`src/rtl/alu_decode_stage_if.sv`:
```
// Instruction-in / ALU-bundle-out channel of the decode stage.
// Both sides use valid/ready: a beat transfers on a rising clk edge where valid && ready; the source holds its payload stable until then.
interface alu_decode_stage_if #(
    parameter int DATA_W = 32,
    parameter int CTRL_W = 12
) ();
    logic              in_valid;
    logic              in_ready;
    logic [31:0]       inst;
    logic              out_valid;
    logic              out_ready;
    logic [CTRL_W-1:0] alu_control;
    logic [DATA_W-1:0] alu_src1;
    logic [DATA_W-1:0] alu_src2;
    logic [4:0]        dest;
    logic              rf_wen;
    logic              illegal;

    modport slave (
        input  in_valid, inst, out_ready,
        output in_ready, out_valid, alu_control, alu_src1, alu_src2, dest, rf_wen, illegal
    );

    modport master (
        output in_valid, inst, out_ready,
        input  in_ready, out_valid, alu_control, alu_src1, alu_src2, dest, rf_wen, illegal
    );
endinterface

```
`src/rtl/alu_decode_stage.sv`:
```
// Decode/issue stage: decodes one MIPS-style integer instruction per beat, reads rs/rt and
// registers a one-hot ALU bundle in a single-entry pipeline register.
module alu_decode_stage #(
    parameter int DATA_W = 32,
    parameter int CTRL_W = 12
) (
    input  logic              clk,
    input  logic              reset,
    alu_decode_stage_if.slave bus,
    output logic [4:0]        rf_raddr1,
    output logic [4:0]        rf_raddr2,
    input  logic [DATA_W-1:0] rf_rdata1,
    input  logic [DATA_W-1:0] rf_rdata2
);
    localparam logic [3:0] OP_ADD  = 4'd0;
    localparam logic [3:0] OP_SUB  = 4'd1;
    localparam logic [3:0] OP_SLT  = 4'd2;
    localparam logic [3:0] OP_SLTU = 4'd3;
    localparam logic [3:0] OP_AND  = 4'd4;
    localparam logic [3:0] OP_NOR  = 4'd5;
    localparam logic [3:0] OP_OR   = 4'd6;
    localparam logic [3:0] OP_XOR  = 4'd7;
    localparam logic [3:0] OP_SLL  = 4'd8;
    localparam logic [3:0] OP_SRL  = 4'd9;
    localparam logic [3:0] OP_SRA  = 4'd10;
    localparam logic [3:0] OP_LUI  = 4'd11;

    logic [5:0]        opcode;
    logic [5:0]        funct;
    logic [15:0]       imm;
    logic [DATA_W-1:0] imm_sext;
    logic [DATA_W-1:0] imm_zext;
    logic [DATA_W-1:0] shamt;

    logic              dec_hit;
    logic [3:0]        dec_idx;
    logic [DATA_W-1:0] dec_src1;
    logic [DATA_W-1:0] dec_src2;
    logic [4:0]        dec_dest;
    logic [CTRL_W-1:0] dec_ctrl;
    logic              load;

    assign opcode    = bus.inst[31:26];
    assign funct     = bus.inst[5:0];
    assign imm       = bus.inst[15:0];
    assign imm_sext  = {{(DATA_W-16){imm[15]}}, imm};
    assign imm_zext  = {{(DATA_W-16){1'b0}}, imm};
    assign shamt     = {{(DATA_W-5){1'b0}}, bus.inst[10:6]};
    assign rf_raddr1 = bus.inst[25:21];
    assign rf_raddr2 = bus.inst[20:16];

    always_comb begin
        dec_hit  = 1'b0;
        dec_idx  = OP_ADD;
        dec_src1 = '0;
        dec_src2 = '0;
        dec_dest = '0;
        case (opcode)
            6'h00: begin
                dec_hit  = 1'b1;
                dec_src1 = rf_rdata1;
                dec_src2 = rf_rdata2;
                dec_dest = bus.inst[15:11];
                case (funct)
                    6'h21:   dec_idx = OP_ADD;
                    6'h23:   dec_idx = OP_SUB;
                    6'h2A:   dec_idx = OP_SLT;
                    6'h2B:   dec_idx = OP_SLTU;
                    6'h24:   dec_idx = OP_AND;
                    6'h27:   dec_idx = OP_NOR;
                    6'h25:   dec_idx = OP_OR;
                    6'h26:   dec_idx = OP_XOR;
                    6'h00:   begin dec_idx = OP_SLL; dec_src1 = shamt; end
                    6'h02:   begin dec_idx = OP_SRL; dec_src1 = shamt; end
                    6'h03:   begin dec_idx = OP_SRA; dec_src1 = shamt; end
                    default: dec_hit = 1'b0;
                endcase
            end
            6'h09: begin dec_hit = 1'b1; dec_idx = OP_ADD;  dec_src1 = rf_rdata1; dec_src2 = imm_sext; end
            6'h0A: begin dec_hit = 1'b1; dec_idx = OP_SLT;  dec_src1 = rf_rdata1; dec_src2 = imm_sext; end
            6'h0B: begin dec_hit = 1'b1; dec_idx = OP_SLTU; dec_src1 = rf_rdata1; dec_src2 = imm_sext; end
            6'h0C: begin dec_hit = 1'b1; dec_idx = OP_AND;  dec_src1 = rf_rdata1; dec_src2 = imm_zext; end
            6'h0D: begin dec_hit = 1'b1; dec_idx = OP_OR;   dec_src1 = rf_rdata1; dec_src2 = imm_zext; end
            6'h0E: begin dec_hit = 1'b1; dec_idx = OP_XOR;  dec_src1 = rf_rdata1; dec_src2 = imm_zext; end
            // LUI only forwards the immediate; the ALU does the 16-bit shift.
            6'h0F: begin dec_hit = 1'b1; dec_idx = OP_LUI;  dec_src2 = imm_zext; end
            default: dec_hit = 1'b0;
        endcase
        if (opcode != 6'h00) begin
            dec_dest = bus.inst[20:16];
        end
        if (!dec_hit) begin
            dec_src1 = '0;
            dec_src2 = '0;
            dec_dest = '0;
        end
    end

    // A single set bit from the index keeps alu_control one-hot by construction.
    assign dec_ctrl = dec_hit ? (CTRL_W'(1) << dec_idx) : '0;

    assign bus.in_ready = !bus.out_valid || bus.out_ready;
    assign load         = bus.in_valid && bus.in_ready;

    always_ff @(posedge clk) begin
        if (reset) begin
            bus.out_valid   <= 1'b0;
            bus.alu_control <= '0;
            bus.alu_src1    <= '0;
            bus.alu_src2    <= '0;
            bus.dest        <= '0;
            bus.rf_wen      <= 1'b0;
            bus.illegal     <= 1'b0;
        end else if (load) begin
            bus.out_valid   <= 1'b1;
            bus.alu_control <= dec_ctrl;
            bus.alu_src1    <= dec_src1;
            bus.alu_src2    <= dec_src2;
            bus.dest        <= dec_dest;
            bus.rf_wen      <= dec_hit && (dec_dest != 5'd0);
            bus.illegal     <= !dec_hit;
        end else if (bus.out_ready) begin
            bus.out_valid   <= 1'b0;
        end
    end
endmodule

```
`src/flat_wrapper.sv`:
```
// flat-port wrapper written by rule: the top's interface ports become plain ports
module alu_decode_stage_flat 
#(
    parameter int DATA_W = 32,
    parameter int CTRL_W = 12
)
  (clk, reset, rf_raddr1, rf_raddr2, rf_rdata1, rf_rdata2, bus_in_valid, bus_inst, bus_out_ready, bus_in_ready, bus_out_valid, bus_alu_control, bus_alu_src1, bus_alu_src2, bus_dest, bus_rf_wen, bus_illegal);
  alu_decode_stage_if #(.DATA_W(DATA_W), .CTRL_W(CTRL_W)) bus_i ();
  input  logic clk;
  input  logic reset;
  output logic [4:0] rf_raddr1;
  output logic [4:0] rf_raddr2;
  input  logic [DATA_W-1:0] rf_rdata1;
  input  logic [DATA_W-1:0] rf_rdata2;
  input wire logic [$bits(bus_i.in_valid)-1:0] bus_in_valid;
  input wire logic [$bits(bus_i.inst)-1:0] bus_inst;
  input wire logic [$bits(bus_i.out_ready)-1:0] bus_out_ready;
  output wire logic [$bits(bus_i.in_ready)-1:0] bus_in_ready;
  output wire logic [$bits(bus_i.out_valid)-1:0] bus_out_valid;
  output wire logic [$bits(bus_i.alu_control)-1:0] bus_alu_control;
  output wire logic [$bits(bus_i.alu_src1)-1:0] bus_alu_src1;
  output wire logic [$bits(bus_i.alu_src2)-1:0] bus_alu_src2;
  output wire logic [$bits(bus_i.dest)-1:0] bus_dest;
  output wire logic [$bits(bus_i.rf_wen)-1:0] bus_rf_wen;
  output wire logic [$bits(bus_i.illegal)-1:0] bus_illegal;
  assign bus_i.in_valid = bus_in_valid;
  assign bus_i.inst = bus_inst;
  assign bus_i.out_ready = bus_out_ready;
  assign bus_in_ready = bus_i.in_ready;
  assign bus_out_valid = bus_i.out_valid;
  assign bus_alu_control = bus_i.alu_control;
  assign bus_alu_src1 = bus_i.alu_src1;
  assign bus_alu_src2 = bus_i.alu_src2;
  assign bus_dest = bus_i.dest;
  assign bus_rf_wen = bus_i.rf_wen;
  assign bus_illegal = bus_i.illegal;
  alu_decode_stage #(.DATA_W(DATA_W), .CTRL_W(CTRL_W)) u_core (.clk(clk), .reset(reset), .bus(bus_i), .rf_raddr1(rf_raddr1), .rf_raddr2(rf_raddr2), .rf_rdata1(rf_rdata1), .rf_rdata2(rf_rdata2));
endmodule
```
`config.mk`:
```
export PLATFORM = sky130hd
export DESIGN_NAME = alu_decode_stage_flat
export DESIGN_NICKNAME = d
export VERILOG_FILES = /design/src/rtl/alu_decode_stage_if.sv /design/src/rtl/alu_decode_stage.sv /design/src/flat_wrapper.sv
export SDC_FILE = /design/constraint.sdc
export NUM_CORES = 1
export LEC_CHECK = 0
export CORE_MARGIN = 2
export CORE_UTILIZATION = 39
export DETAILED_ROUTE_END_ITERATION = 10
export PLACE_DENSITY_LB_ADDON = 0.15
export SLEW_MARGIN = 40
export SYNTH_ARGS = -nofsm -noshare
export SYNTH_HDL_FRONTEND = slang
export SYNTH_SLANG_ARGS = --single-unit
export TNS_END_PERCENT = 30
```
`constraint.sdc`:
```
create_clock -name clk -period 3.6 [get_ports clk]
set_input_delay 1.08 -clock clk [delete_from_list [all_inputs] [get_ports clk]]
set_output_delay 1.08 -clock clk [all_outputs]
set_load 0.005 [all_outputs]
```
==> key figures <==
Place
  – I/O Buffers: 184
  – Hpwl dp: 8.203 mm
  – Global placement routability congestion: 0.8169

Routing
  – Routed len/inst: 16.51 µm
  – DR iter-0 viols: 156
  – Via density: 5.426
  – TritonRoute pass-1 iters: 4
  – Final wirelength: 11.21 mm
  – Via count: 3684
  – Final ANT Viol Nets: 0
  – DRC viols: 0

STA
  – Final TNS setup: 0 ns
  – Unrepaired setup endpoints after global routing: no
  – Final Hold Viols: 0
  – Actual slew at the worst max-slew pin: 0.6204 ns
  – Period utilisation layout: 92.20%
  – Final setup fails: 0
  – Slew Limit Headroom: 58.26%
  – Clock skew: 0.01373 ns
  – Final slew viol count: 0
  – Fin Hold WS: 0.4561 ns
  – Tmin final: 3.319 ns
  – Max frequency: 301.3 MHz

Setup path
  – Setup CP Type: input port to output port
  – Worst EP arrival: 2.24 ns
  – Worst Path Max Fanout: 4
  – End of the worst register-to-register path: u_core.bus.alu_control[0]$_SDFFE_PP0P_
  – Crit path required time: 2.52 ns
  – CP Capture Type: output port
  – Worst reg2reg path startpoint: u_core.bus.out_valid$_SDFFE_PP0P_
  – Worst r2r path cells: 4
  – R2R Setup Slk: 1.87 ns
  – Startpoint types: input port

Floorplanning
  – # IOs: 195
  – Die Y: 100.2 µm
  – Starting Density: 39.66%
  – Die Area: 0.01005 mm²
  – Die Wd: 100.2 µm
  – Core area: 0.009109 mm²
  – # rows: 35

Run
  – Max-cap violation count: 0

Synthesis
  – Mapped Cells: 396
  – Syn Std Cell Area: 0.003612 mm²
  – Post-synth EDFFs: 0
  – Top_reg_cell synth: dfxtp_1
  – Sequential share of the synthesized area: 46.55%
  – Synthesized area per cell: 9.122 µm²
  – Synth Warn #: 0
  – Async SR Flop Fraction: 0%
  – Post-Syn Nets: 496
  – Synth cell types: 47
  – Seq cells post-synth: 84

Clocking
  – TritonCTS Buffers: 9
  – Hold-fix buffers, CTS: 0
  – Clk buf depth: 2
  – H-tree levels: 3
  – Clock-pin slew on the worst setup and hold paths: 0.08 ns
  – Post-cts resize count: 0
  – Setup bufs post-CTS: 0
  – Root buffer cell: clkbuf_8
  – Later-pin clock latency in the skew report: 0.35 ns
  – TritonCTS clock tree: done
  – # clock sinks: 84

Power and ir drop
  – Gate power share: 15.1%
  – Max rail drop VDD: 0.2467 mV
  – Switching power: 498.6 µW
  – Sw Ratio: 24.48%
  – Clock share of power: 37.9%
  – PD cells: 353.3 mW/mm²
  – Internal: 1538 µW
  – Sequential Power Share: 47.0%
  – Leakage Power: 0.002206 µW

Min path
  – HP Start: u_core.bus.alu_src1[1]$_SDFFE_PP0P_
  – Worst Hold Path EP: u_core.bus.alu_src1[1]$_SDFFE_PP0P_
  – Hold path depth: 2
  – Hold Path Class: flop to flop

Final layout
  – Share of post-route cells with drive strength above 1: 9.507%
  – NumNets Final: 663
  – Ant diodes: 0
  – Number of fillers in the final layout: 821
  – Layout area overhead: 59.61%

Global routing
  – Antenna violations before repair: 0
  – Tot GR Track Use: 21.38%
  – Gr ovfl total: 0
  – First-pass GRT wire length: 17.17 mm
  – Vias in the first global route: 3546
  – Largest net degree at the start of global routing: 56

Run status
  – Outcome: complete, no violations
-- per-stage QoR --
stage	util [%]	area (µm²)	worst slack (ns)	instances	total power [µW]
2_1_floorplan	-	3612	0.7271	396	1100
3_3_place_gp	60.76	5534	0.2288	663	1281
5_1_grt	63.30	5766	0.2355	679	2122
4_1_cts	63.30	5766	0.2730	679	2060
3_5_place_dp	60.76	5534	0.09994	663	1285
6_report	63.30	5766	0.2808	679	2037
-- how the worst max path moves through the flow --
| stage | endpoint | from | slack, ns |
|---|---|---|---|
| final | bus_in_ready | bus_out_ready | 0.28 |
| after detailed placement | u_core.bus.alu_control[10]$_SDFFE_PP0P_ | bus_inst[26] | 0.1 |
| after floorplan | u_core.bus.alu_control[0]$_SDFFE_PP0P_ | bus_inst[26] | 0.73 |
| after global placement | u_core.bus.alu_control[11]$_SDFFE_PP0P_ | bus_inst[26] | 0.23 |
| after CTS | bus_in_ready | bus_out_ready | 0.27 |
| after global routing | bus_in_ready | bus_out_ready | 0.24 |
-- critical path, cell delays in order --
cell	delay, ns
clkdlybuf4s50_1	0.45
nand2b_1	0.18
clkdlybuf4s50_1	0.53
-- metal layers --
layer	track usage, %	wire (µm)	up-vias
met1	26.80	4663	1731
met4	8.114	159	0
met5	0	0	-
met3	6.685	1014	15
met2	34.43	5371	147
li1	-	-	1791
-- synthesized netlist by cell type, types with 3 or more instances --
cell type | instances | area share [%]
a221oi_1 | 18 | 4.4
a21oi_1 | 16 | 2.2
a22o_2 | 9 | 2.5
buf_2 | 6 | 0.83
a22oi_1 | 29 | 6.0
a32o_1 | 7 | 1.9
nand3_1 | 7 | 0.97
nor4_1 | 3 | 0.52
a22o_1 | 15 | 3.6
buf_4 | 10 | 2.1
nand2_1 | 18 | 1.9
dfxtp_1 | 84 | 47
nor3_1 | 19 | 2.6
nor2_1 | 61 | 6.3
clkbuf_1 | 29 | 3.0
nand4_1 | 4 | 0.69
inv_1 | 4 | 0.42
a21o_1 | 17 | 3.5
nand2b_1 | 3 | 0.52
o21ai_0 | 5 | 0.69
-- layout make-up --
type,instances,area (µm²),area share [%]
timing repair buffer,202,1984,34.42
multi-input combinational,262,1714,29.73
sequential,84,1682,29.17
tap,111,138.9,2.409
clock buffer,10,137.6,2.387
clock inverter,6,93.84,1.628
inverter,4,15.01,0.2604
-- power by group through the flow --
stage,registers (µW),logic [µW],clock network (µW)
CTS,958,308,794
finish,958,307,773
detailed placement,979,306,0
global route,960,332,830
global placement,979,302,0
floorplan,981,119,0
-- kinds of logic (layout without fill, tap and decap cells) --
group	Yosys count	in the layout	synth area share, %
muxes	2	2	0.5542
AOI/OAI and AO/OA	128	128	28.47
xor gates and xnor gates	1	1	0.2425
DFF	84	84	46.55
and+or+nand+nor	131	131	17.53
buffers and inverters	50	222	6.650
-- cell usage in the layout, fill, tap and decap left out, types with 7 or more instances in the layout --
cell type,n
a22o_2,9
a22oi_1,29
a21o_1,17
a221oi_1,18
nand2_1,17
buf_4,17
a22o_1,15
a32o_1,7
dfxtp_1,84
nor2_1,61
clkbuf_8,10
clkdlybuf4s50_1,183
nand3_1,7
nor3_1,19
a21oi_1,16
-- sequential cells by signal (all words and copies together), names as in the netlist --
| name | count |
|---|---|
| u_core.bus.alu_src1 | 32 |
| u_core.bus.alu_src2 | 32 |
| u_core.bus.alu_control | 12 |
| u_core.bus.dest | 5 |
| u_core.bus.illegal | 1 |
| u_core.bus.out_valid | 1 |
| u_core.bus.rf_wen | 1 |
(Power assumes the default switching activity.)
